`config.mk`:
```
export PLATFORM = sky130hd
export DESIGN_NAME = instruction_fetch
export DESIGN_NICKNAME = d
export VERILOG_FILES = /design/src/rtl/mini_mips_pkg.sv /design/src/rtl/next_pc_logic.sv /design/src/rtl/instruction_fetch.sv
export SDC_FILE = /design/constraint.sdc
export NUM_CORES = 1
export LEC_CHECK = 0
export ABC_AREA = 1
export CAP_MARGIN = 20
export CORE_ASPECT_RATIO = 0.75
export CORE_MARGIN = 5
export CORE_UTILIZATION = 45
export CTS_BUF_LIST = sky130_fd_sc_hd__clkbuf_4 sky130_fd_sc_hd__clkbuf_8 sky130_fd_sc_hd__clkbuf_16
export CTS_CLUSTER_DIAMETER = 50
export DETAILED_ROUTE_END_ITERATION = 7
export PLACE_DENSITY = 0.75
export SYNTH_ARGS = -nofsm -noshare
export SYNTH_HDL_FRONTEND = slang
export SYNTH_SLANG_ARGS = --single-unit
```
`constraint.sdc`:
```
create_clock -name clk -period 2.7 [get_ports clk]
set_input_delay 0.54 -clock clk [delete_from_list [all_inputs] [get_ports clk]]
set_output_delay 0.54 -clock clk [all_outputs]
set_load 0.005 [all_outputs]
```
`src/rtl/mini_mips_pkg.sv`:
```
// Shared Mini-MIPS definitions: fetch-state encoding, default fetch constants
// and instruction field widths used by the fetch stage.
package mini_mips_pkg;

  localparam logic [1:0] S_IDLE  = 2'd0;
  localparam logic [1:0] S_FETCH = 2'd1;
  localparam logic [1:0] S_HOLD  = 2'd2;
  localparam logic [1:0] S_HALT  = 2'd3;

  localparam logic [31:0] DEF_RESET_PC  = 32'h0000_0000;
  localparam logic [31:0] DEF_HALT_WORD = 32'hFFFF_FFFF;

  // inst[25:0] is the J-type target index, inst[15:0] the I-type immediate
  localparam int unsigned JUMP_IDX_W = 26;
  localparam int unsigned IMM_W      = 16;

  function automatic logic [31:0] sext_imm(input logic [IMM_W-1:0] imm);
    return {{(32 - IMM_W){imm[IMM_W-1]}}, imm};
  endfunction

endpackage

```
`src/rtl/next_pc_logic.sv`:
```
// Combinational next-PC selection: JR > J > taken branch > sequential.
module next_pc_logic
  import mini_mips_pkg::*;
#(
  parameter int unsigned ADDR_W = 32
) (
  input  logic [ADDR_W-1:0] pc_plus1,
  input  logic [31:0]       inst,
  input  logic [31:0]       jr_target,
  input  logic              jump,
  input  logic              jump_reg,
  input  logic              branch,
  input  logic              alu_zero,
  output logic [ADDR_W-1:0] next_pc
);

  logic [ADDR_W-1:0] jump_target;
  logic [ADDR_W-1:0] branch_target;
  logic [31:0]       imm_ext;
  logic [5:0]        unused_opcode;

  assign unused_opcode = inst[31:26];

  // Narrow address spaces take the jump index alone; wide ones keep the upper pc_plus1 bits.
  generate
    if (ADDR_W > JUMP_IDX_W) begin : g_wide
      assign jump_target = {pc_plus1[ADDR_W-1:JUMP_IDX_W], inst[JUMP_IDX_W-1:0]};
    end else begin : g_narrow
      assign jump_target = inst[ADDR_W-1:0];
    end
  endgenerate

  assign imm_ext       = sext_imm(inst[IMM_W-1:0]);
  assign branch_target = pc_plus1 + imm_ext[ADDR_W-1:0];

  always_comb begin
    next_pc = pc_plus1;
    if (jump && jump_reg) begin
      next_pc = jr_target[ADDR_W-1:0];
    end else if (jump) begin
      next_pc = jump_target;
    end else if (branch && alu_zero) begin
      next_pc = branch_target;
    end
  end

endmodule

```
`src/rtl/instruction_fetch.sv`:
```
// Mini-MIPS fetch stage: PC, instruction-memory handshake and commit-time PC update.
// Optional halt-word detection is enabled by defining IFETCH_HALT_EN.
module instruction_fetch
  import mini_mips_pkg::*;
#(
  parameter int unsigned       ADDR_W    = 32,
  parameter logic [ADDR_W-1:0] RESET_PC  = DEF_RESET_PC[ADDR_W-1:0],
  parameter logic [31:0]       HALT_WORD = DEF_HALT_WORD
) (
  input  logic              clk,
  input  logic              rst,
  output logic              imem_req,
  output logic [ADDR_W-1:0] imem_addr,
  input  logic              imem_rvalid,
  input  logic [31:0]       imem_rdata,
  output logic [31:0]       inst,
  output logic              inst_valid,
  output logic [ADDR_W-1:0] pc,
  output logic [ADDR_W-1:0] pc_plus1,
  input  logic              commit,
  input  logic              jump,
  input  logic              jump_reg,
  input  logic              branch,
  input  logic              alu_zero,
  input  logic [31:0]       jr_target,
  output logic              halted
);

  logic [1:0]        state;
  logic [ADDR_W-1:0] next_pc;

  assign pc_plus1  = pc + ADDR_W'(1);
  assign imem_req  = (state == S_FETCH);
  assign imem_addr = pc;

  next_pc_logic #(
    .ADDR_W (ADDR_W)
  ) u_next_pc (
    .pc_plus1  (pc_plus1),
    .inst      (inst),
    .jr_target (jr_target),
    .jump      (jump),
    .jump_reg  (jump_reg),
    .branch    (branch),
    .alu_zero  (alu_zero),
    .next_pc   (next_pc)
  );

`ifdef IFETCH_HALT_EN
  logic halted_q;

  assign halted = halted_q;

  always_ff @(posedge clk or posedge rst) begin
    if (rst) begin
      state      <= S_IDLE;
      pc         <= RESET_PC;
      inst       <= '0;
      inst_valid <= 1'b0;
      halted_q   <= 1'b0;
    end else begin
      case (state)
        S_IDLE:  state <= S_FETCH;
        S_FETCH: begin
          if (imem_rvalid) begin
            inst       <= imem_rdata;
            inst_valid <= 1'b1;
            state      <= S_HOLD;
          end
        end
        S_HOLD: begin
          if (commit) begin
            inst_valid <= 1'b0;
            // A committed halt word freezes pc and stops all further requests
            if (inst == HALT_WORD) begin
              halted_q <= 1'b1;
              state    <= S_HALT;
            end else begin
              pc    <= next_pc;
              state <= S_FETCH;
            end
          end
        end
        S_HALT:  state <= S_HALT;
        default: state <= S_IDLE;
      endcase
    end
  end
`else
  localparam logic [31:0] unused_halt_word = HALT_WORD;

  assign halted = 1'b0;

  always_ff @(posedge clk or posedge rst) begin
    if (rst) begin
      state      <= S_IDLE;
      pc         <= RESET_PC;
      inst       <= '0;
      inst_valid <= 1'b0;
    end else begin
      case (state)
        S_IDLE:  state <= S_FETCH;
        S_FETCH: begin
          if (imem_rvalid) begin
            inst       <= imem_rdata;
            inst_valid <= 1'b1;
            state      <= S_HOLD;
          end
        end
        S_HOLD: begin
          if (commit) begin
            pc         <= next_pc;
            inst_valid <= 1'b0;
            state      <= S_FETCH;
          end
        end
        default: state <= S_IDLE;
      endcase
    end
  end
`endif

endmodule
```
After elaboration in Yosys (flattened, before gate mapping)
Cells that the tools add are included.
{ "classes": {"n_reduce_logical": 8, "n_mux": 9, "n_eq_ne": 4, "addsub": 2} }
{ "op_table": {"columns": ["op", "count"], "rows": [
  ["$mux W32", 3],
  ["$add A32 B1 Y32 const B", 1],
  ["$add A32 B32 Y32", 1],
  ["$pmux W2 S3", 1],
  ["$reduce_and A2 Y1", 3],
  ["$mux W2", 2],
  ["$reduce_and A3 Y1", 1],
  ["$eq A2 B1 Y1 const B", 1],
  ["$eq A2 B2 Y1 const B", 1],
  ["$logic_and A1 B1 Y1", 2],
  ["$logic_not A2 Y1", 1],
  ["$mux W1", 2],
  ["$ne A2 B1 Y1 const B", 1],
  ["$ne A2 B2 Y1 const B", 1],
  ["$pmux W1 S2", 1],
  ["$reduce_bool A2 Y1", 1]
]} }
{ "totals": {"in_bits": 72, "out_inout_bits": 131, "register_bits": 67, "wordCells": 27} }

Longest topological paths before layout
Gate-level depths: netlist of run 1.
{ "logic_depth": {"ltp_word": 5, "mapped_depth": 24, "mapped_depth_nobuf": 24} }

Hierarchy
From an unflattened synthesis of run 1, not the netlist that was laid out.
{ "hier_totals": {"hier_cells": 1039, "hier_area_um2": 6809.0} }
{ "by_module_without_submodules": {"columns": ["module", "area_per_inst_um2", "cells_per_inst", "seq_area_each_um2", "n_inst"], "rows": [
  ["instruction_fetch", 3696.0, 409, 1676.6, 1],
  ["next_pc_logic", 3113.0, 630, 0.0, 1]
]} }

Least setup slack after synthesis of run 1
OpenSTA, ideal clock, no wires.
{ "synth_timing": {"path_kind": "reg2reg", "startpoint": "register pc[1], in the netlist imem_addr[1]", "endpoint": "register pc[25], in the netlist imem_addr[25]", "stages_incl_launch_ff": 21, "setup_ns": 0.116, "arrival_time_ns": 2.663, "required_ns": 2.584, "period_less_slack_ns": 2.779, "path_buffers": 0, "setup_slack_ns": -0.079, "cell_sequence": "dfrtp_1 > ha_1 > nand3_2 > inv_2 > nand2_1 > inv_2 > nand3_1 > xnor2_1 > ha_1 > nand2_1 > inv_1 > a21oi_1 > nand2_1 > a21oi_1 > nand3_1 > nand3_1 > nand2_1 > nand2_1 > nand2_1 > nand2_1 > nand2_1"} }
{ "synth_between": {"elab_chain_cells": 5} }
{ "synth_rtl": {"columns": ["item", "line", "source"], "rows": [
  ["start: declaration", "instruction_fetch.sv:18", "output logic [ADDR_W-1:0] pc,"],
  ["start signal: assignment", "instruction_fetch.sv:112", "pc <= next_pc;"],
  ["$add A32 B1 Y32", "instruction_fetch.sv:32", "assign pc_plus1 = pc + ADDR_W'(1);"],
  ["via pc_plus1[16]", "instruction_fetch.sv:19", "output logic [ADDR_W-1:0] pc_plus1,"],
  ["$add A32 B32 Y32", "next_pc_logic.sv:34", "assign branch_target = pc_plus1 + imm_ext[ADDR_W-1:0];"],
  ["$mux W32", "next_pc_logic.sv:42", "end else if (branch && alu_zero) begin"],
  ["$mux W32", "next_pc_logic.sv:40", "end else if (jump) begin"],
  ["$mux W32", "next_pc_logic.sv:38", "if (jump && jump_reg) begin"]
]} }
The timed path passes the listed nets, and every way through them passes these cells.
A chain may end at the register's enable or synchronous reset.

Worst setup path in the final report of run 1
{ "layout_timing": {"startpoint": "register pc[13], in the netlist imem_addr[13]", "endpoint": "register pc[30], in the netlist imem_addr[30]"} }
{ "layout_between": {"elab_chain_cells": 5} }
{ "layout_rtl": {"columns": ["item", "line"], "rows": [
  ["$add A32 B1 Y32 (*)", "instruction_fetch.sv:32"],
  ["$add A32 B32 Y32", "next_pc_logic.sv:34"],
  ["$mux W32", "next_pc_logic.sv:42"],
  ["$mux W32 (*)", "next_pc_logic.sv:40"],
  ["$mux W32 (*)", "next_pc_logic.sv:38"]
]} }
Mark *: on every way between the ends. The rest lies on a longest branch, timed or not.

==> reports/metrics.csv, run 1 <==
metric,value,unit
TritonRoute pass-1 iters,6,
sequential area share after synthesis,23.79,%
ANT cells,0,
Final WS setup,-469.8,ps
WS Path Type,reg2reg,
sw frac,50.20,%
FF-to-FF path depth,18,
Netlist cell types,48,
row cnt,39,
post-synthesis register bit count,67,
Setup crit end,imem_addr[30]$_DFFE_PP0P_,
io pins,203,
# DRC,0,
final hold viol count,0,
"commonest non-fill, non-tap cell in the layout",nand2_1,
Reg-to-Reg End,imem_addr[30]$_DFFE_PP0P_,
Root Buffer,clkbuf_16,
layout cells sized above 1,46.00,%
Total Routed Length,37.75,mm
Cells after Synth,1115,
Peak VDD IR,0.9658,mV
Worst Path Arrival,3440,ps
Post-DRT Antenna Nets,0,
MaxCap Viol Count,0,
clock power share,5.9,%
gr ovfl total,0,
DP HPWL,24.13,mm
Seq pwr share,10.3,%
dpl cells,1677,
Pwr Density,1620,nW/µm²
Relative slew margins,65.39,%
syn_nets,1230,
GPL Wtd Cong,1.016,
worst-path fanout max,5,
Critical R2R Launch,imem_addr[13]$_DFFE_PP0P_,
highest metal used,met4,
Setup crit start kind,flop,
Iter 0 DRT Violations,1303,
"FFs w/ async S/R, synth",100.0,%
"EDFF count, synth",0,
Post-Syn Area per Cell,6.320,µm²
largest net degree at the start of global routing,33,
NetSw,10860,µW
r2r setup slk,-470,ps
routed length per instance,21.64,µm
initial antenna violation count,0,
Critical Path Source,imem_addr[13]$_DFFE_PP0P_,
"non-filler cells, final",1744,
"Clk Latency, worst-skew pair",350,ps
first-pass GRT wire length,49.69,mm
RSZ-0062 raised after global routing,yes,
Critical Path RT,2970,ps
fin nets,1649,
status,"complete, but fails checks",
Max clock buf depth,2,
worst min-delay path class,reg2reg,
starting density of the core,46.14,%
vias in the first global route,9433,
Max Freq,315.5,MHz
H-Tree Depth,3,
"CTS clk-pin slew, worst paths",60,ps
Port Buffers,201,
"commonest non-fill, non-tap cells in the layout","nand2_1 (256), buf_4 (229), clkdlybuf4s50_1 (178)",
Final Util,87.47,%
Vias,10252,
dominant synthesized flop cell,dfrtp_1,
Clock Skew,8.416,ps
final setup vio count,30,
Die Span X,154.5,µm
Lkg Pwr,0.006359,µW
CTS Sinks,67,
worst-margin pin slew,517.2,ps
met2 wire len,16.94,mm
failing checks,negative setup slack,
combinational share of power,83.8,%
Via density,5.878,
final critical-path required period,3170,ps
CP endpoint kind,flop,
total CTS buffers,9,
met3 wire length,4.947,mm
pre-CTS setup slack,-515.3,ps
max-slew violation count,0,
core area,15270,µm²
P_int,10780,µW
WHS,510.3,ps
area overhead of the layout relative to synthesis,89.58,%
wire length on met1,13.84,mm
post-synthesis instance area,7047,µm²
CTS tree,yes,
Die Ht,118.4,µm
final worst path period share,117.4,%
"Hold-fix buffers, CTS",0,
YS warnings,0,
full die area,18290,µm²
GRT Total Usage,34.38,%
-- registers in the layout (all words and copies together) (netlist names) --
signal / flops
state: 2
imem_addr: 32
inst: 32
inst_valid: 1
-- cell type report --
type / instances / area, µm²
clock buffer: 10 / 239.0
clock inverter: 6 / 71.32
fill: 762 / 1914
inverter: 163 / 646.9
multi-input combinational: 830 / 6335
sequential: 67 / 1692
tap: 205 / 256.5
timing repair buffer: 463 / 4119
-- worst max-delay path, cell delays in order, from the launching register on --
cell and delay [ps]:
dfrtp_1 370, buf_6 110, inv_2 40, nor3_4 290, buf_4 160, nand4_1 80
o21bai_1 170, nand2_1 90, inv_2 90, ha_2 320, a21oi_1 320, nor2_1 120
o21ai_0 280, nand2_1 140, nor2_2 150, nand2_1 80, nand2_1 90, nand3_2 70
a21oi_2 110
-- worst min path at each step --
stage	from	endpoint	slack, ps	cells after the start
2_1_floorplan	state[1]$_DFFE_PP0P_	state[1]$_DFFE_PP0P_	480	2
3_3_place_gp	inst[27]$_DFFE_PP0P_	inst[27]$_DFFE_PP0P_	490	1
3_5_place_dp	inst[30]$_DFFE_PP0P_	inst[30]$_DFFE_PP0P_	500	1
4_1_cts	inst[30]$_DFFE_PP0P_	inst[30]$_DFFE_PP0P_	510	1
5_1_grt	inst[27]$_DFFE_PP0P_	inst[27]$_DFFE_PP0P_	530	1
6_report	inst[30]$_DFFE_PP0P_	inst[30]$_DFFE_PP0P_	510	1
-- power groups by stage --
stage / Clock [µW] / Sequential (µW) / Combinational (µW)
floorplan: 0 / 2140 / 5650
global placement: 0 / 2090 / 11700
detailed placement: 0 / 2110 / 11900
CTS: 1270 / 2150 / 14100
global route: 1320 / 2270 / 19000
finish: 1280 / 2220 / 18100
-- layer usage --
metal	vias up	track usage [%]
li1	4382	-
met5	-	0
met1	4822	44.54
met4	0	13.13
met2	835	52.07
met3	213	13.15
-- cells by family (layout without fill, tap and decap cells) --
kind of cell             count (synthesis)  in the layout  share of synthesized area [%]
buffers and inverters                  218            642                          13.44
adder cells (fa/ha/maj)                 43             43                          7.741
multiplexers                            28             28                          4.474
AND/OR/NAND/NOR                        617            617                          37.80
AO/OA/AOI/OAI                          124            124                          10.48
XOR/XNOR                                17             17                          2.219
flip-flops                              67             67                          23.79
other                                    1              1                        0.05322
-- cells in the mapped netlist, types with 7 or more instances --
library cell | count | area share [%]
a21oi_1 | 43 | 3.1
nor3_1 | 16 | 1.1
buf_4 | 33 | 3.5
nand2_2 | 7 | 0.62
mux2_2 | 28 | 4.5
o221ai_1 | 7 | 0.87
nand4_1 | 10 | 0.89
xor2_1 | 12 | 1.5
inv_1 | 152 | 8.1
nand2_1 | 361 | 19
clkbuf_1 | 15 | 0.80
dfrtp_1 | 67 | 24
o21ai_0 | 36 | 2.6
nor2_1 | 104 | 5.5
inv_2 | 10 | 0.53
ha_1 | 42 | 7.5
o22ai_1 | 9 | 0.80
nand3_1 | 81 | 5.8
or2_2 | 8 | 0.71
-- through the flow --
stage / TNS [ps] / cell area (µm²) / power [µW]
2_1_floorplan: 0 / 7087 / 7786
3_3_place_gp: -6543 / 10640 / 13840
3_5_place_dp: -7396 / 10640 / 14000
4_1_cts: -1920 / 12170 / 17560
5_1_grt: -9421 / 13360 / 22550
6_report: -5872 / 13360 / 21640
-- what timing repair did --
action                     CTS  global route
pin swaps                   79           123
setup endpoints to repair   50            46
setup buffers               35            24
resized for setup          258           276
Note: power is estimated with default switching activity, not from simulation.
==> run 2, diff against run 1 <==
--- a/config.mk
+++ b/config.mk
@@ -14,6 +14,7 @@
 export CTS_CLUSTER_DIAMETER = 50
 export DETAILED_ROUTE_END_ITERATION = 7
 export PLACE_DENSITY = 0.75
+export SETUP_SLACK_MARGIN = 0.2
 export SYNTH_ARGS = -nofsm -noshare
 export SYNTH_HDL_FRONTEND = slang
 export SYNTH_SLANG_ARGS = --single-unit
==> reports/metrics.csv, run 2 (synthesis gave the netlist of run 1 again) <==
metric,value,unit
"Hold-fix buffers, CTS",0,
gr ovfl total,0,
Die Ht,118.4,µm
routed length per instance,24.48,µm
critical path's slowest cell,dfrtp_1,
final worst path period share,119.2,%
largest net degree at the start of global routing,34,
full die area,18290,µm²
ANT cells,0,
Root Buffer,clkbuf_16,
fin area,13990,µm²
io pins,203,
layout cells sized above 1,50.64,%
Critical Path RT,2940,ps
Via density,6.216,
Max Freq,310.7,MHz
row cnt,39,
Post-DRT Antenna Nets,0,
Worst path most repeated cell,nand2_1,
dpl cells,1662,
CP endpoint kind,flop,
"Clk Latency, worst-skew pair",370,ps
total CTS buffers,9,
TritonRoute pass-1 iters,8,
final critical-path required period,3219,ps
final setup vio count,32,
final hold viol count,0,
critical path cell sequence,nand2_2 > nor2_4 > nand2_4 > nor3_4 > nand2_2 > nor2_2 > nand2_1 > and2_4 > ha_4 > nand2_4 > nor2_4 > nand3_2 > nor2_4 > nand2_2 > nand3_4 > nand2_1 > nand3_1 > nand2_2 > nand2_1 > nand2_1 > nand2_1 > nand2_1,
Relative slew margins,61.56,%
Port Buffers,201,
GRT Total Usage,35.73,%
met3 wire length,6.505,mm
initial antenna violation count,0,
placed cell area,10680,µm²
worst-margin pin slew,574.5,ps
max-slew violation count,0,
first-pass GRT wire length,51.74,mm
Setup crit start kind,flop,
highest metal used,met4,
Peak VDD IR,0.8564,mV
vias in the first global route,9659,
"CTS clk-pin slew, worst paths",70,ps
Setup TNS,-8856,ps
CTS Sinks,67,
Critical Path Source,imem_addr[4]$_DFFE_PP0P_,
Iter 0 DRT Violations,1778,
H-Tree Depth,3,
FF-to-FF path depth,22,
starting density of the core,46.14,%
Reg-to-Reg End,imem_addr[23]$_DFFE_PP0P_,
Lkg Pwr,0.006606,µW
WS Path Type,reg2reg,
Max clock buf depth,2,
Final Util,91.57,%
Critical R2R Launch,imem_addr[4]$_DFFE_PP0P_,
Die Span X,154.5,µm
Setup crit end,imem_addr[23]$_DFFE_PP0P_,
"slowest stage delay, CP",410,ps
area overhead of the layout relative to synthesis,98.47,%
CTS tree,yes,
GPL Wtd Cong,0.9584,
"commonest non-fill, non-tap cells in the layout","nand2_1 (226), buf_4 (225), clkdlybuf4s50_1 (173)",
wire length on met1,14.72,mm
RSZ-0062 raised after global routing,yes,
met2 wire len,18.91,mm
core area,15270,µm²
status,"complete, but fails checks",
r2r setup slk,-520,ps
Worst Path Arrival,3460,ps
Pwr Density,1666,nW/µm²
failing checks,"design-rule violations, negative setup slack",
Vias,11033,
# DRC,5,
Total Routed Length,43.45,mm
Final WS setup,-518.9,ps
"non-filler cells, final",1775,
worst-path fanout max,4,
worst min-delay path class,in2async,
fin nets,1680,
"commonest non-fill, non-tap cell in the layout",nand2_1,
DP HPWL,24.24,mm
Clock Skew,24.60,ps
MaxCap Viol Count,0,
[run 2: per-stage QoR]
stage / worst slack (ps) / power [µW] / hold WS, ps
2_1_floorplan: 87.88 / 8048 / 478.2
3_5_place_dp: -317.1 / 13980 / 498.0
4_1_cts: -116.4 / 17950 / 494.7
3_3_place_gp: -271.7 / 13810 / 487.0
6_report: -518.9 / 23300 / 496.0
5_1_grt: -629.6 / 24000 / 533.6
[run 2: cell type report]
type,count,area [µm²]
Sequential cell,67,1689
Fill cell,605,1287
Clock inverter,7,83.83
Multi-Input combinational cell,830,6604
Inverter,163,646.9
Timing Repair Buffer,494,4481
Tap cell,205,256.5
Clock buffer,9,225.2
[run 2: what timing repair did]
action,4_1_cts,5_1_grt
resized for setup,343,317
pin swaps,92,147
setup buffers,59,38
endpoints found under the setup margin,57,54
endpoints found under the hold margin,0,0
[run 2: per-layer routing]
layer  global-route usage, %  vias to the layer above
li1                        -                     4438
met1                   46.36                     5089
met2                   55.15                     1124
met3                   13.55                      382
met4                   11.64                        0
met5                       0                        -
[run 2: how the worst min path moves through the flow]
stage / startpoint / end / slack (ps) / cells after the start
final: rst / inst[5]$_DFFE_PP0P_ / 500 / 2
after global routing: rst / inst[19]$_DFFE_PP0P_ / 530 / 2
after CTS: rst / inst[19]$_DFFE_PP0P_ / 490 / 2
after detailed placement: inst[27]$_DFFE_PP0P_ / inst[27]$_DFFE_PP0P_ / 500 / 1
after global placement: inst[27]$_DFFE_PP0P_ / inst[27]$_DFFE_PP0P_ / 490 / 1
after floorplan: state[1]$_DFFE_PP0P_ / state[1]$_DFFE_PP0P_ / 480 / 2
[run 2: critical path, delay by kind of cell (launching register included)]
kind | cells | cell delay (ps)
simple gates | 21 | 2390
flops | 1 | 410
fa+ha+maj | 1 | 300
[run 2: power by group]
part / switching, µW / internal, µW
sequential: 715 / 1510
combinational: 10800 / 8960
clock: 590 / 734
==> RTL edit 1, RTL diff (config.mk and constraints of run 2) <==
Add an input register stage for `jump`, `jump_reg`, `branch`, `alu_zero` and `jr_target`, without a reset; this delays them by one clock. The other inputs are not delayed to match. Comments in the files are not updated.
--- a/src/rtl/instruction_fetch.sv
+++ b/src/rtl/instruction_fetch.sv
@@ -26,6 +26,20 @@
   output logic              halted
 );
 
+  logic jump_q;
+  logic jump_reg_q;
+  logic branch_q;
+  logic alu_zero_q;
+  logic [31:0] jr_target_q;
+
+  always_ff @(posedge clk) begin
+    jump_q      <= jump;
+    jump_reg_q  <= jump_reg;
+    branch_q    <= branch;
+    alu_zero_q  <= alu_zero;
+    jr_target_q <= jr_target;
+  end
+
   logic [1:0]        state;
   logic [ADDR_W-1:0] next_pc;
 
@@ -38,11 +52,11 @@
   ) u_next_pc (
     .pc_plus1  (pc_plus1),
     .inst      (inst),
-    .jr_target (jr_target),
-    .jump      (jump),
-    .jump_reg  (jump_reg),
-    .branch    (branch),
-    .alu_zero  (alu_zero),
+    .jr_target (jr_target_q),
+    .jump      (jump_q),
+    .jump_reg  (jump_reg_q),
+    .branch    (branch_q),
+    .alu_zero  (alu_zero_q),
     .next_pc   (next_pc)
   );
 
Formal check against the unedited RTL: not equivalent (Yosys sat finds a counterexample within 4 cycles, from zero or initial values and one cycle with rst high).
==> RTL edit 1 against run 2 <==
The flow still finishes with violations (DRC, setup timing); sequential cell count increased by 36; first-iteration DRC count increased by 17%; highest routed layer unchanged; clock skew is 0.014 ns lower; synthesized cell count rose by 7.0%; setup slack worse by 0.41 ns; area after synthesis increased by 12%; combinational power rose by 4%; power grew 6.2%; critical path type unchanged; wire length rose by 19%; core utilization shrank 0.11 points; global-route usage up 1.4 points; critical path depth decreased by 2; count of clock-buffer cells in the layout unchanged; cell area rose by 11%.
==> RTL edit 1: results (changes against run 2) <==
[placed_design]
dp_cells=1780  ; was 1662
gp_congestion=1.015  ; was 0.9584
dpl.hpwl_um=26690  ; was 24240 um

[global_route]
grt_usage=0.3718  ; was 0.3573
grt_pass1_wl_um=58950  ; was 51740 um
grt_max_degree=44  ; was 34
antenna_found_initial=0  ; unchanged
first_global_vias=10660  ; was 9659

[sta]
setup_ws_ns=-0.9292  ; was -0.5189 ns
finClkSkew_ns=0.01091  ; was 0.02460 ns
slew_headroom=0.1905  ; was 0.6156
setup_viol=50  ; was 32

[critical_path]
crit_family=simple AND/OR/NAND/NOR gates  ; unchanged
reg2reg_to=imem_addr[22]  ; was imem_addr[23]
r2r_start=imem_addr[1]  ; was imem_addr[4]
worst_r2r_path_depth=20  ; was 22
critical_path.max_fanout=4  ; unchanged
crit_slowest_cell=dfrtp_2  ; was dfrtp_1
crit_arrival_ns=3.94  ; was 3.46 ns
cp_slowest_stage_delay_ns=0.42

[cts]
cts_root_buf=clkbuf_16  ; unchanged
clkSlewWorstSetupHoldPaths_ns=0.09  ; was 0.07 ns
clock_latency_ns=0.37  ; about the same
cts_inserted_buffers=9  ; unchanged
htreeDepth=3  ; unchanged
clk_path_buf_depth=2  ; unchanged

[yosys]
synthTopCellsByCount=nand2_1 (363), inv_1 (168), nor2_1 (116)  ; was nand2_1 (361), inv_1 (152), nor2_1 (104)
ys_seq_area_frac=0.3051  ; was 0.2379
yosysUniqueCellTypes=50  ; was 48
synth_cells=1193  ; was 1115
syn_nets=1308  ; was 1230
async_flop_share=0.6505  ; was 1.000
synthTopCellsByArea=dfrtp_1 (21%), nand2_1 (17%), dfxtp_1 (9.2%), inv_1 (8.0%), ha_1 (6.7%)  ; was dfrtp_1 (24%), nand2_1 (19%), inv_1 (8.1%), ha_1 (7.5%), nand3_1 (5.8%)
netlist.area_leader.share=0.2134  ; was 0.2379

[pwr]
ir_drop_mv=0.7201  ; was 0.8564 mV
total_leakage_power_nw=7.319  ; was 6.606 nW

[route]
routed_wl_um=51760  ; was 43450 um
firstDrtPassIters=8  ; unchanged
drt_iter0_drc=2079  ; was 1778
drc=5  ; unchanged
via_per_inst=6.410  ; was 6.216

[final_layout]
drive_gt1_frac=0.5062  ; was 0.5064
final_cells=1929  ; was 1775
diodes=0  ; unchanged
fin_nets=1803  ; was 1680

[hold_path]
worstHoldPathType=flip-flop to flip-flop  ; was input port to async pin
hold_path_depth=2
holdPathEnd=imem_addr[6]
min-delay-start=jr_target_q[6]

[run_status]
outcome=finished, violations left  ; unchanged
violations=DRC, setup timing  ; unchanged

RTL edit 1: cell count changes after synthesis, moves of 6 or more:
| cell | run 2 | this run |
|---|---|---|
| mux2_2 | 28 | 21 |
| a21oi_1 | 43 | 51 |
| o221ai_1 | 7 | 1 |
| inv_2 | 10 | 4 |
| inv_1 | 152 | 168 |
| nand4_1 | 10 | 22 |
| nor2_1 | 104 | 116 |
| o21ai_0 | 36 | 47 |
| nand3_1 | 81 | 90 |
| o22ai_1 | 9 | 3 |
| dfxtp_1 | 0 | 36 |
RTL edit 1: how the worst max path moves through the flow:
stage / start / to / cells past startpoint
6_report: imem_addr[1] / imem_addr[22] / 20
3_3_place_gp: imem_addr[10] / imem_addr[31] / 21
4_1_cts: imem_addr[7] / imem_addr[29] / 19
3_5_place_dp: imem_addr[10] / imem_addr[31] / 21
2_1_floorplan: imem_addr[8] / imem_addr[24] / 21
5_1_grt: imem_addr[0] / imem_addr[22] / 20
RTL edit 1: timing repair:
item / CTS / global route
setup endpoints to repair: 59 / 57
setup buffers: 75 / 58
gates resized for setup: 475 / 309
pin swaps: 127 / 166
RTL edit 1: where the power goes:
part / total, mW / internal [mW] / switching (mW)
Combinational: 20.5 / 9.36 / 11.1
Clock: 1.40 / 0.663 / 0.734
Sequential: 2.84 / 2.07 / 0.775
RTL edit 1: per-layer routing:
| layer | wire (um) | GRT usage | vias to the layer above |
|---|---|---|---|
| met1 | 17170 | 0.4953 | 5729 |
| met3 | 7741 | 0.09428 | 567 |
| met5 | 0 | 0 | - |
| li1 | - | - | 4731 |
| met4 | 5391 | 0.1455 | 0 |
| met2 | 21460 | 0.5797 | 1337 |
RTL edit 1: cell type report:
cell class                 count  area (sq um)
tap                          236         295.3
inverter                     177         719.4
clock buffer                   9         225.2
fill                         608          1450
sequential                   103          2414
multi-input combinational    857          6779
timing repair buffer         540          5011
clock inverter                 7         86.33
RTL edit 1: kinds of logic after synthesis:
logic type,Yosys count,synth area share
adders and majority gates,43,0.06943
other,1,0.0004772
DFF,103,0.3051
xor gates and xnor gates,18,0.02102
AOI/OAI and AO/OA,123,0.08583
and+or+nand+nor,651,0.3584
buffers and inverters,233,0.1296
muxes,21,0.03010
RTL edit 1: per-stage QoR:
step	hold slack (ns)	cell area (sq um)	TNS, ns	util	worst slack (ns)
after floorplan	0.4350	8013	0	-	0.06582
final	0.4635	15530	-17.70	0.9146	-0.9292
after global placement	0.4449	11540	-7.061	0.6796	-0.4288
after detailed placement	0.4651	11540	-8.181	0.6796	-0.4368
after CTS	0.4663	13900	-3.104	0.8187	-0.2077
after global routing	0.4802	15530	-19.51	0.9146	-0.9715
RTL edit 1: tightest hold or removal path, cell delays in order (launching register included):
cell and delay [ns]:
dfxtp_1 0.31, o21ai_1 0.07, nand2_1 0.05
==> RTL edit 2, RTL diff (config.mk and constraints of run 2) <==
Without the edit above. Build with the macro `IFETCH_HALT_EN` defined.
--- a/src/rtl/instruction_fetch.sv
+++ b/src/rtl/instruction_fetch.sv
@@ -1,5 +1,7 @@
 // Mini-MIPS fetch stage: PC, instruction-memory handshake and commit-time PC update.
 // Optional halt-word detection is enabled by defining IFETCH_HALT_EN.
+`define IFETCH_HALT_EN
+
 module instruction_fetch
   import mini_mips_pkg::*;
 #(
Check against the original RTL: not equivalent (Yosys sat finds a counterexample within 4 cycles, from zero or initial values and one cycle with rst high).
==> RTL edit 2 against run 2 <==
The run still ends with DRC, setup timing left; power shrank 0.52%; wire length grew 3.4%; setup slack lost 0.21 ns; synthesized cell count is 5.1% higher; cell area hardly changed; area after synthesis up 2.6%; sequential cell count up 1; final cell count is 4.3% higher; highest routed layer unchanged.
==> RTL edit 2: results (changes against run 2) <==
[critical_path]
startpoint=imem_addr[13]  ; was imem_addr[4]
reg2reg_to=imem_addr[30]  ; was imem_addr[23]
critical_path.max_fanout=7  ; was 4

[route]
routed_wl_um=44910  ; was 43450 um
drc=2  ; was 5

[pwr]
ir_drop_mv=0.8375  ; was 0.8564 mV
p_comb_frac=0.849  ; was 0.847
p_switching_mw=11.77  ; was 12.09 mW

[global_route]
grt_usage=0.3606  ; was 0.3573
met1_usage=0.4812  ; was 0.4636
first_global_vias=9881  ; was 9659
grt_pass1_wl_um=53230  ; was 51740 um

[yosys]
syn_nets=1288  ; was 1230
ys_seq_area_frac=0.2353  ; was 0.2379
synth_cells=1172  ; was 1115
yosysUniqueCellTypes=43  ; was 48

[final_layout]
area_delta_synth_final_pct=93.55  ; was 98.47%
final-clk-cell-share=0.02119  ; was 0.02210
fin_nets=1752  ; was 1680
bufAreaShareNonClock=0.3312  ; was 0.3204
inv_count=168  ; was 163
seq_share=0.1221  ; was 0.1208
multi_input_cells=880  ; was 830

[run_status]
outcome=finished, violations left  ; unchanged
violations=DRC, setup timing  ; unchanged

[hold_path]
worstHoldPathType=flip-flop to flip-flop  ; was input port to async pin

[placed_design]
gp_congestion=0.9832  ; was 0.9584

[cts]
cts_post_setup_buffers_inserted=60  ; was 59
cts.repair.resized=273  ; was 343

[sta]
setup_ws_ns=-0.7246  ; was -0.5189 ns
setup_viol=42  ; was 32

==> RTL edit 2: critical path, stage by stage (launching register included) <==
cell and delay (ns):
dfrtp_1 0.45, nand2_2 0.11, buf_6 0.13, nor3_4 0.11, nand2_2 0.14, nor2_4 0.30, nand2_1 0.11, nand2_1 0.17
and2_4 0.22, ha_4 0.26, nand2_8 0.11, nor2_4 0.05, buf_4 0.14, a21oi_2 0.23, nor2_1 0.11, nor2_1 0.14
nand2_1 0.09, nand2_1 0.12, nand3_2 0.12, nand3_2 0.10, nand2_1 0.07, inv_1 0.06
==> RTL edit 2: logic make-up after synthesis <==
group	count (synthesis)	share of synthesized area
mux	23	0.03582
flops	68	0.2353
xor+xnor	19	0.02405
simple gates	680	0.4049
buf+inv	224	0.1343
compound gates	114	0.08843
fa+ha+maj	44	0.07718
